$ cat src/rtl/instr_fetch.sv
// instr_fetch: holds the PC and fetches one 32-bit instruction per step over a
// req/ready handshake with instruction memory. The fetched word is held for the
// decoder until it allows the PC to advance. Delivered instructions are counted,
// and a sticky flag records any request that waited TIMEOUT_CYCLES without ready.
// Optional feature macro: FETCH_REDIRECT_EN (adds redirect_in / redirect_pc_in).
module instr_fetch #(
  parameter logic [31:0] RESET_PC       = 32'h0000_0000,
  parameter int unsigned PC_STEP        = 4,
  parameter int unsigned TIMEOUT_CYCLES = 16
) (
  input  logic        clk_in,
  input  logic        reset_n_in,
  input  logic        pc_enable_in,
  input  logic        stall_in,
`ifdef FETCH_REDIRECT_EN
  input  logic        redirect_in,
  input  logic [31:0] redirect_pc_in,
`endif
  output logic        imem_req_out,
  output logic [31:0] imem_addr_out,
  input  logic        imem_ready_in,
  input  logic [31:0] imem_data_in,
  output logic [31:0] instr_out,
  output logic        instr_valid_out,
  output logic [5:0]  opcode_out,
  output logic [5:0]  func_out,
  output logic [31:0] pc_out,
  output logic [15:0] fetch_count_out,
  output logic        fetch_err_out
);

  localparam logic [1:0] S_IDLE = 2'd0;
  localparam logic [1:0] S_REQ  = 2'd1;
  localparam logic [1:0] S_HOLD = 2'd2;

  localparam logic [31:0] STEP      = 32'(PC_STEP);
  localparam logic [31:0] WAIT_LAST = 32'(TIMEOUT_CYCLES - 1);

  logic [1:0]  r_state;
  logic [31:0] r_pc;
  logic [31:0] r_instr;
  logic        r_valid;
  logic [15:0] r_count;
  logic        r_err;
  logic [31:0] r_wait;

  logic        w_advance;
  logic        w_redirect;
  logic [31:0] w_redirect_pc;

  assign w_advance = pc_enable_in && !stall_in;

`ifdef FETCH_REDIRECT_EN
  assign w_redirect    = redirect_in && (r_state != S_IDLE);
  assign w_redirect_pc = redirect_pc_in;
`else
  assign w_redirect    = 1'b0;
  assign w_redirect_pc = '0;
`endif

  // Fetch FSM, PC, captured instruction, delivery counter and timeout tracking
  always_ff @(posedge clk_in) begin
    if (!reset_n_in) begin
      r_state <= S_IDLE;
      r_pc    <= RESET_PC;
      r_instr <= '0;
      r_valid <= 1'b0;
      r_count <= '0;
      r_err   <= 1'b0;
      r_wait  <= '0;
    end else if (w_redirect) begin
      // Redirect wins over ready, stall and pc_enable; any returning data is dropped
      r_state <= S_REQ;
      r_pc    <= w_redirect_pc;
      r_valid <= 1'b0;
      r_wait  <= '0;
    end else begin
      case (r_state)
        S_REQ: begin
          if (imem_ready_in) begin
            r_instr <= imem_data_in;
            r_valid <= 1'b1;
            r_count <= r_count + 16'd1;
            r_wait  <= '0;
            r_state <= S_HOLD;
          end else if (r_wait == WAIT_LAST) begin
            r_err  <= 1'b1;
            r_wait <= '0;
          end else begin
            r_wait <= r_wait + 32'd1;
          end
        end
        S_HOLD: begin
          if (w_advance) begin
            r_pc    <= r_pc + STEP;
            r_valid <= 1'b0;
            r_state <= S_REQ;
          end
        end
        default: r_state <= S_REQ;
      endcase
    end
  end

  // Request and field outputs derived from registered state
  always_comb begin
    imem_req_out    = (r_state == S_REQ);
    imem_addr_out   = r_pc;
    pc_out          = r_pc;
    instr_out       = r_instr;
    instr_valid_out = r_valid;
    opcode_out      = r_instr[31:26];
    func_out        = r_instr[5:0];
    fetch_count_out = r_count;
    fetch_err_out   = r_err;
  end

endmodule
$ cat config.mk
export PLATFORM = sky130hd
export DESIGN_NAME = instr_fetch
export DESIGN_NICKNAME = d
export VERILOG_FILES = /design/src/rtl/instr_fetch.sv
export SDC_FILE = /design/constraint.sdc
export NUM_CORES = 1
export LEC_CHECK = 0
export ABC_AREA = 1
export CORE_MARGIN = 2
export CORE_UTILIZATION = 50
export DETAILED_ROUTE_END_ITERATION = 10
export PLACE_DENSITY_LB_ADDON = 0.3
export SYNTH_ARGS = -nofsm -noshare
export SYNTH_HDL_FRONTEND = slang
export SYNTH_SLANG_ARGS = --single-unit
$ cat constraint.sdc
create_clock -name clk_in -period 2.8 [get_ports clk_in]
set_input_delay 0.56 -clock clk_in [delete_from_list [all_inputs] [get_ports clk_in]]
set_output_delay 0.56 -clock clk_in [all_outputs]
set_load 0.05 [all_outputs]
# Word level (Yosys, flattened, before mapping)
# Cells that the tools add are included.
classes:
  n_mux: 8
  addsub: 3
  div_mod_pow: 0
  shifts: 0
  mul: 0
  n_eq_ne: 5
  magnitude_cmp: 0
  reduce_logical: 8
  bitwise: 1
ops:
  columns: ["operator", "n"]
  rows:
  - ["2-to-1 mux 32 bit", 2]
  - ["adder 32 x 1 -> 32 bit (second input constant)", 1]
  - ["adder 32 x 3 -> 32 bit (second input constant)", 1]
  - ["== test 32 x 4 -> 1 bit (second input constant)", 1]
  - ["adder 16 x 1 -> 16 bit (second input constant)", 1]
  - ["AND reduction 2 bit", 3]
  - ["AND reduction 3 bit", 2]
  - ["2-to-1 mux 2 bit", 2]
  - ["one-hot mux 2 bit (2 select lines)", 1]
  - ["== test 2 x 1 -> 1 bit (second input constant)", 1]
  - ["== test 2 bit (second input constant)", 1]
  - ["2-to-1 mux 1 bit", 2]
  - ["inequality test 2 x 1 -> 1 bit (second input constant)", 1]
  - ["inequality test 2 bit (second input constant)", 1]
  - ["one-hot mux 1 bit (2 select lines)", 1]
  - ["nonzero test 2 bit", 1]
  - ["logical AND 1 bit", 1]
  - ["zero test 1 bit", 1]
  - ["NOT 1 bit", 1]
word_totals:
  in_bits: 37
  latch_bits: 0
  reg_bits: 116
  n_memories: 0
  word_cells: 32
  romBits: 0
  ram_bits: 0

# Depth between registers and ports, before layout
logic_depth:
  depth_word: 4
  mapped_depth: 11
  depth_no_buf: 11

# Least setup slack after synthesis
# OpenSTA, ideal clock, no wires.
synth_timing:
  path_kind: "register to register"
  from: "register r_pc[3] (netlist: imem_addr_out[3])"
  to: "register r_pc[20] (netlist: imem_addr_out[20])"
  setup_time_ps: 117
  stages_incl_launch_ff: 9
  slack_ps: 962
  arrival_ps: 1721
  required_time_ps: 2683
  cell_sequence: "dfxtp_1 -> ha_1 -> inv_1 -> nor2_1 -> nand4_1 -> nor3_2 -> nand3_1 -> nand2_1 -> nor2_1"
synth_via:
  elab_chain_len: 1
synth_rtl:
  columns: ["element", "line", "source"]
  rows:
  - ["start: declaration", "40", "logic [31:0] r_pc;"]
  - ["start signal: assignment", "74", "r_pc <= w_redirect_pc;"]
  - ["start signal: assignment", "95", "r_pc <= r_pc + STEP;"]
  - ["adder 32 x 3 -> 32 bit", "95", null]
# Every way passes these cells.
# A chain may end at the register's enable or synchronous reset.

# Final worst setup path
layout_timing:
  from: "register r_pc[27] (netlist: imem_addr_out[27])"
  to: "output imem_addr_out[27]"
layout_rtl:
  columns: ["element", "line", "source"]
  rows:
  - ["end: declaration", "20", "output logic [31:0] imem_addr_out,"]
# No word-level cell between the ends.

==> impl_metrics.yaml <==
layout:
  syn2layout_area_growth_pct: 33.2
  regArea_um2: 2280
  antenna_cells: 0
  final_nets: 1086
  drive_gt1_share_pct: 7.08
  final_cell_mix: "nand2_1 (289), clkdlybuf4s50_1 (159), nor2_1 (128), dfxtp_1 (114), a21oi_1 (91)"
  multi_input_area_um2: 3110
  final_core_util_pct: 68.0
  n_fill_cell: 1036
  final_common_cell: "nand2_1"
setup_path:
  rrSetupSlack_ns: 0.99
  crit_chain: "clkdlybuf4s50_1"
  worstPathRequired_ns: 2.24
  path_max_fanout: 7
  endpoint_kind: "output port"
  slowest_delay_ns: 0.87
  ff2ff_path_depth: 8
  critPathArrivalTime_ns: 1.79
  critPathTopFamily: "buffers and inverters"
  crit_slowest_cell: "clkdlybuf4s50_1"
  cp_num_buf_inv: 1
  critical_path_class: "reg -> out"
  reg2reg_to: "r_wait[23]$_SDFFE_PN0P_"
  crit_path_start_kind: "register"
  r2r_start: "r_state[1]$_SDFFE_PN0P_"
logic_synthesis:
  synth_top_cell_area_share_pct: 37.4
  syn_inst: 932
  synth.area.top_cells: "dfxtp_1 (37%), nand2_1 (18%), nor2_1 (7.9%)"
  synth_area_um2: 6100
  ys_types: 35
  yosysWarnings: 0
  avgSynthCellArea_um2: 6.55
  synthArstFlopShare_pct: 0
  synth_top_flop_cell: "dfxtp_1"
  yosysSeqAreaShare_pct: 37.4
  synth_edf_count: 0
  ys_ff_latch: 114
  yosysTopAreaCell: "dfxtp_1"
clocking:
  ctsHoldBuffers: 0
  numClockSinks: 114
  cts_tree: "done"
  cts_buffers: 17
  clk_latency_ns: 0.42
  htree_levels: 4
  cts_root_buf: "clkbuf_16"
  cts_setup_buffers: 0
  ctsResizeCount: 0
  clk_pin_slew_ns: 0.05
  clockBufferDepth: 2
power_and_ir_drop:
  power_mw: 4.41
  switching_share_pct: 23.4
  p_sw_mw: 1.03
  p_int_mw: 3.38
  pwr-share-clk_pct: 52.7
  p_leak_nw: 2.86
  seqPwrFrac_pct: 38.0
  vdd_drop_max_uv: 461
  combPwrFrac_pct: 9.4
  cellPowerDensity_nw_per_um2: 542
place:
  portBuffers: 159
  gp_congestion: 0.906
  hpwl_um: 11000
sta:
  post-route-min-period_ns: 2.35
  slew-limit-headroom_pct: 61.3
  rsz0062_at_grt: "false"
  worst_pin_slew_ns: 0.579
  fmax_mhz: 426
  tns_ns: 0
  period_share_pct: 83.8
  report.final.slew_viol_count: 0
  skew_ns: 0.00508
  finalSetupViolations: 0
  finalHoldViolCount: 0
route:
  num_vias: 6142
  drc_errors: 0
  via_per_inst: 5.09
  dr.pass1.iters: 5
  final_antenna_net_count: 0
  avgRoutedWirePerCell_um: 12.9
  drt_iter0_drc: 413
  wl_um: 15500
global_route:
  antenna_found_initial: 0
  first_global_vias: 5581
  grt_util_all_layers_pct: 24.3
  grt_pass1_wl_um: 25600
  grt_max_degree: 42
  grt-ovfl-total: 0
die:
  io_pins: 164
  die_height_um: 114
  initial_utilization_pct: 51.0
  placementRows: 40
  die-area_um2: 13100
  chipWidth_um: 114
  core_area_um2: 12000
job:
  cap_viol_max_count: 0
worst_hold_path:
  hold_path.class: "reg -> reg"
  worstHoldEndpoint: "instr_out[20]$_SDFFE_PN0P_"
  hold-path-cell-count: 2
  hp-start: "instr_out[20]$_SDFFE_PN0P_"
status:
  outcome: "complete, no violations"
## cells in the mapped netlist (2+ instances only)
library cell / number
nand2_1: 289
nor2_1: 128
dfxtp_1: 114
a21oi_1: 91
inv_1: 62
nand3_1: 49
buf_4: 46
o21ai_0: 22
clkbuf_1: 18
nor3_1: 18
nand4_1: 14
nor2_2: 10
buf_2: 9
inv_2: 8
xnor2_1: 7
xor2_1: 7
or2_2: 5
nand2_2: 4
nand3b_1: 4
nor2_4: 4
ha_1: 3
nor3_2: 3
nand4_2: 2
nor2_8: 2
nor3b_1: 2
o21ai_1: 2
## power groups by stage
stage	combinational (mW)	clock (mW)	sequential, mW
after detailed placement	0.413	0	1.71
after CTS	0.415	2.36	1.67
final	0.412	2.32	1.67
after global placement	0.412	0	1.71
after floorplan	0.185	0	1.79
after global routing	0.440	2.42	1.68
## worst max-delay path by stage
stage                                              start  depth (start not counted)                             end  slack (ns)
final                     imem_addr_out[27]$_SDFFE_PN0P_                          1               imem_addr_out[27]        0.45
after global routing      imem_addr_out[26]$_SDFFE_PN0P_                          1               imem_addr_out[26]        0.38
after CTS                 imem_addr_out[26]$_SDFFE_PN0P_                          1               imem_addr_out[26]        0.43
after detailed placement                        stall_in                          9  imem_addr_out[21]$_SDFFE_PN0P_        0.58
after global placement                      pc_enable_in                          8  imem_addr_out[21]$_SDFFE_PN0P_        0.64
after floorplan            imem_addr_out[3]$_SDFFE_PN0P_                          8  imem_addr_out[20]$_SDFFE_PN0P_        0.96
## final cells by class
| class | instances | share of cell area [%] |
|---|---|---|
| Clock buffer | 24 | 6.05 |
| Multi-Input combinational cell | 678 | 38.3 |
| Tap cell | 147 | 2.26 |
| Clock inverter | 8 | 1.83 |
| Inverter | 70 | 3.23 |
| Timing Repair Buffer | 165 | 20.3 |
| Sequential cell | 114 | 28.1 |
## layer usage
metal  global-route usage [%]  part of all wire [%]  up-vias  wire, um
met4                     8.70                   1.7        0       263
met5                        0                     0        -         0
met1                     29.5                    42     2732      6550
met2                     39.0                    46      235      7180
li1                         -                     -     3155         -
met3                     9.79                   9.7       20      1500
## registers in the layout (all words and copies together) (netlist names)
signal and flops:
instr_out 32, r_state 2, r_wait 32, fetch_count_out 16, imem_addr_out 30, instr_valid_out 1
fetch_err_out 1
## per-stage QoR
step | setup slack, ns | hold WS [ns] | instances | instance area [um^2]
finish | 0.453 | 0.462 | 1206 | 8130
global route | 0.384 | 0.481 | 1206 | 8130
CTS | 0.435 | 0.465 | 1206 | 8130
detailed placement | 0.578 | 0.457 | 1174 | 7490
global placement | 0.636 | 0.450 | 1174 | 7490
floorplan | 0.962 | 0.467 | 935 | 6110
## cells by family (layout without fill, tap and decap cells)
kind of cell             after synthesis  count (layout)  synth area share (%)
flip-flops                           114             114                  37.4
AO/OA/AOI/OAI                        118             118                  9.80
other                                  1               4                0.0614
buffers and inverters                143             267                  11.8
adder cells (fa/ha/maj)                3               3                 0.615
XOR/XNOR                              14              14                  2.01
AND/OR/NAND/NOR                      539             539                  38.3
Power figures use the tool's default switching activity.
==> RTL change 1, RTL diff (config.mk and constraints unchanged) <==
Make the reset (`reset_n_in`) asynchronous in one clocked block.
--- a/src/rtl/instr_fetch.sv
+++ b/src/rtl/instr_fetch.sv
@@ -59,7 +59,7 @@
 `endif
 
   // Fetch FSM, PC, captured instruction, delivery counter and timeout tracking
-  always_ff @(posedge clk_in) begin
+  always_ff @(posedge clk_in or negedge reset_n_in) begin
     if (!reset_n_in) begin
       r_state <= S_IDLE;
       r_pc    <= RESET_PC;
Check against the original RTL: differs if reset_n_in is asserted again (counterexample within 4 cycles, from zero or initial values and one cycle with reset_n_in low); with reset_n_in held inactive, the same outputs for 10 cycles.
==> RTL change 1 against the original RTL <==
Area after synthesis increased by 4.8%. Setup slack lost 0.10 ns. Sequential cell count stayed put. First-iteration DRC count decreased by 9.0%. Final area up 3.0%. Wire length fell by 0.16%. Critical endpoint is now imem_req_out. Highest routed layer unchanged.
Power is not compared: it rests on default switching activity, and its combinational part moved more than twofold at a synthesized area within 25%.
==> RTL change 1: results (changes against the original RTL) <==
met3 wirelength from detailed routing 1.029 mm (-32%); fill cell total of the finished layout 1073 (+3.6%); count of non-CTS buffers in the layout 164 (-0.61%); launch instance of the worst register-to-register path r_wait[0]; register-to-register setup slack 0.79 ns (-0.20 ns); largest net degree at the start of global routing 51 (+21%); Clock buffer cells 21 (-13%); Initial DRT Pass Iterations 6 (+1); routed length on met1 6.924 mm (+5.7%); layout multi-input combinational cell count 630 (-7.1%); share of the yosys chip area belonging to registers 44.60% (+7.2 points); critical path data arrival time 1.89 ns (+0.10 ns); total wirelength of the detailed-routed design 15.48 mm (-0.16%); minimum setup slack after placement 0.5390 ns (-0.03899 ns); via count of the routed design 5713 (-7.0%); cells taking the most area after synthesis sky130_fd_sc_hd__dfrtp_1 (45%), sky130_fd_sc_hd__nand2_1 (20%), sky130_fd_sc_hd__nor2_1 (6.0%), sky130_fd_sc_hd__buf_4 (5.5%), sky130_fd_sc_hd__nand3_1 (4.6%); Post-Layout Cell Count 1180 (-2.2%); Layout area overhead 30.91%; most common library cells after synthesis sky130_fd_sc_hd__nand2_1 (339), sky130_fd_sc_hd__dfrtp_1 (114), sky130_fd_sc_hd__nor2_1 (103), sky130_fd_sc_hd__inv_1 (63), sky130_fd_sc_hd__nand3_1 (59); initial drt markers 376 (-9.0%); launching element of the worst setup path r_state[1]; met1 capacity usage during global routing 31.05% (+1.6 points); hold slack 0.06281 ns (-0.3993 ns); Fmax achieved 408.0 MHz (-4.3%); gpl congestion 0.8932 (-1.4%); # placed instances 1148 (-2.2%); endpoint of the worst-slack reg-to-reg timing path r_wait[14]; outcome completed; routed wl met2 7.321 mm (+1.9%); Total Routing Usage GR 23.60% (-0.71 points); Non-clk invs 68 (-2.9%); distinct cell type count of the synthesized netlist 33 (-5.7%)
-- RTL change 1: changes by cell type after synthesis, moves of 10 or more --
cell / before / now
sky130_fd_sc_hd__a21oi_1: 91 / 2
sky130_fd_sc_hd__clkbuf_1: 18 / 6
sky130_fd_sc_hd__dfrtp_1: 0 / 114
sky130_fd_sc_hd__dfxtp_1: 114 / 0
sky130_fd_sc_hd__nand2_1: 289 / 339
sky130_fd_sc_hd__nand3_1: 49 / 59
sky130_fd_sc_hd__nor2_1: 128 / 103
sky130_fd_sc_hd__xor2_1: 7 / 24
-- RTL change 1: cell families after synthesis --
logic type	Yosys count	synth area share [%]
compound gates	35	2.974
buf+inv	131	10.68
xor+xnor	37	5.066
simple gates	551	36.03
other cells	1	0.05863
fa+ha+maj	3	0.5869
flops	114	44.60
-- RTL change 1: where the power goes --
group | switching [mW] | internal, mW
registers | 0.341 | 2.00
logic | 2.49 | 1.05
clock network | 0.753 | 1.23
==> RTL change 2, RTL diff (same settings) <==
Made on the original files. Add a define of `FETCH_REDIRECT_EN`.
--- a/src/rtl/instr_fetch.sv
+++ b/src/rtl/instr_fetch.sv
@@ -3,6 +3,8 @@
 // decoder until it allows the PC to advance. Delivered instructions are counted,
 // and a sticky flag records any request that waited TIMEOUT_CYCLES without ready.
 // Optional feature macro: FETCH_REDIRECT_EN (adds redirect_in / redirect_pc_in).
+`define FETCH_REDIRECT_EN
+
 module instr_fetch #(
   parameter logic [31:0] RESET_PC       = 32'h0000_0000,
   parameter int unsigned PC_STEP        = 4,
Interface: changed (added redirect_in and redirect_pc_in); port bits go from 164 to 197. The function was not compared with the original's and may differ.
==> RTL change 2 against the original RTL <==
Area after synthesis grew 12%. Sequential share of layout area decreased by 2.7 points. Wire length rose by 31%. Sequential cell count increased by 2. Setup slack worse by 0.11 ns. Final area is 13% higher.
Power is not compared: it rests on default switching activity, and its combinational part moved more than twofold at a synthesized area within 25%.
==> RTL change 2: results (changes against the original RTL) <==
outcome completed; Buffers on Ports 196 (+23%); count of antenna diodes in the layout 0 (unchanged); uppermost metal layer occupied by signal nets met4; cells taking the most area after synthesis sky130_fd_sc_hd__dfxtp_1 (34%), sky130_fd_sc_hd__nand2_1 (15%), sky130_fd_sc_hd__nor2_1 (10%), sky130_fd_sc_hd__nand3_1 (6.6%), sky130_fd_sc_hd__inv_1 (5.3%); Async SR Flop Fraction 0% (unchanged); critical path's slowest cell sky130_fd_sc_hd__clkdlybuf4s50_1; max-slew headroom at the worst pin 61.25% (-0.095 points); worst setup path endpoint imem_req_out; worst min-delay path category reg2reg; largest delay contributor family on the critical path buffers and inverters; met3 wirelength from detailed routing 2.076 mm (+38%); clock insertion delay at the later pin of the skew report 0.42 ns (about the same); Initial DRT Pass Iterations 6 (+1); initial drt markers 701 (+70%); vias in the first global route 6581 (+18%); Total Routing Usage GR 28.13% (+3.8 points); vias per cell 5.202 (+2.2%); fill cell total of the finished layout 1163 (+12%); biggest cell delay along the critical path 0.81 ns (-0.06 ns); hold slack 0.4757 ns (+0.01360 ns); # nets final 1302 (+20%); detailed placement HPWL 14.65 mm (+34%); synthesized net count between 1000 and 1500; total wirelength of the detailed-routed design 20.30 mm (+31%); launch instance of the worst register-to-register path r_state[0]; critical path data arrival time 1.89 ns (+0.10 ns); layout cells sized above 1 7.246% (+0.16 points); number of buffers created by CTS 17 (unchanged); gpl congestion 0.9148 (+1.0%); largest net degree at the start of global routing 53 (+26%); critical-path maximum fanout 3 (-4); number of cells upsized or downsized after cts 0 (unchanged); wire length of the first global-routing pass 32.78 mm (+28%); critical path type reg2out; most common library cells after synthesis sky130_fd_sc_hd__nand2_1 (277), sky130_fd_sc_hd__nor2_1 (191), sky130_fd_sc_hd__dfxtp_1 (116), sky130_fd_sc_hd__inv_1 (96), sky130_fd_sc_hd__nand3_1 (91); number of antenna violations at the first check in global routing 0 (unchanged); routed wl met2 9.383 mm (+31%); endpoint of the worst-slack reg-to-reg timing path instr_out[25]; routed length on met1 8.487 mm (+30%); share of the yosys chip area belonging to registers 33.85% (-3.5 points); distinct cell type count of the synthesized netlist 35 (unchanged); register-to-register setup slack 0.79 ns (-0.20 ns); final worst clock skew 0.007410 ns (+0.002334 ns)
-- RTL change 2: cell count changes in the layout (fill, tap and decap cells not counted), sizes merged, moves of 8 or more --
cell / delta
nand3: +43
nor2: +65
a21oi: -34
a31oi: +8
clkdlybuf4s50: +37
inv: +34
o21ai: +42
-- RTL change 2: logic make-up after synthesis --
group	count (synthesis)	synth area share, %
xor gates and xnor gates	13	1.660
buffers and inverters	185	13.40
DFF	116	33.85
adders and majority gates	3	0.5472
AOI/OAI and AO/OA	143	11.23
and+or+nand+nor	626	39.30
-- RTL change 2: per-stage QoR --
stage | cells | setup WS [ns] | total power [mW] | instance area, um^2
detailed placement | 1386 | 0.3243 | 2.684 | 8588
global placement | 1386 | 0.3928 | 2.676 | 8588
floorplan | 1086 | 0.8982 | 2.391 | 6860
global route | 1418 | 0.2938 | 4.918 | 9169
finish | 1418 | 0.3467 | 4.767 | 9169
CTS | 1418 | 0.3162 | 4.790 | 9169
-- RTL change 2: worst min-delay path: cells and delay by family (launching register included) --
kind / cells / cell delay [ns]
flops: 1 / 0.32
buf+inv: 1 / 0.05
compound gates: 1 / 0.05
-- RTL change 2: layout make-up --
cell class,instances,share of cell area (%)
clock buffers,19,4.940
well taps,176,2.402
flip-flops and latches,116,25.33
repair buffers,207,22.30
inverters,102,4.176
multi-input cells,785,39.47
clock inverters,13,1.392
-- RTL change 2: per-layer routing --
| layer | vias to the layer above | global-route usage (%) |
|---|---|---|
| met5 | - | 0 |
| met4 | 0 | 9.411 |
| met3 | 30 | 8.083 |
| met2 | 321 | 44.28 |
| met1 | 3329 | 37.08 |
| li1 | 3697 | - |
-- RTL change 2: power breakdown --
part           internal, mW  total (mW)  switching [mW]
registers              1.71        1.78          0.0713
logic                 0.310       0.875           0.564
clock network          1.28        2.11           0.837
total                  3.30        4.77            1.47
-- RTL change 2: how the worst min path moves through the flow --
stage                                  start                  to  cells after the start
final                     fetch_count_out[4]  fetch_count_out[4]                      2
after global routing      fetch_count_out[4]  fetch_count_out[4]                      2
after CTS                 fetch_count_out[4]  fetch_count_out[4]                      2
after detailed placement  fetch_count_out[4]  fetch_count_out[4]                      2
after global placement    fetch_count_out[4]  fetch_count_out[4]                      2
after floorplan                    r_wait[7]           r_wait[7]                      2
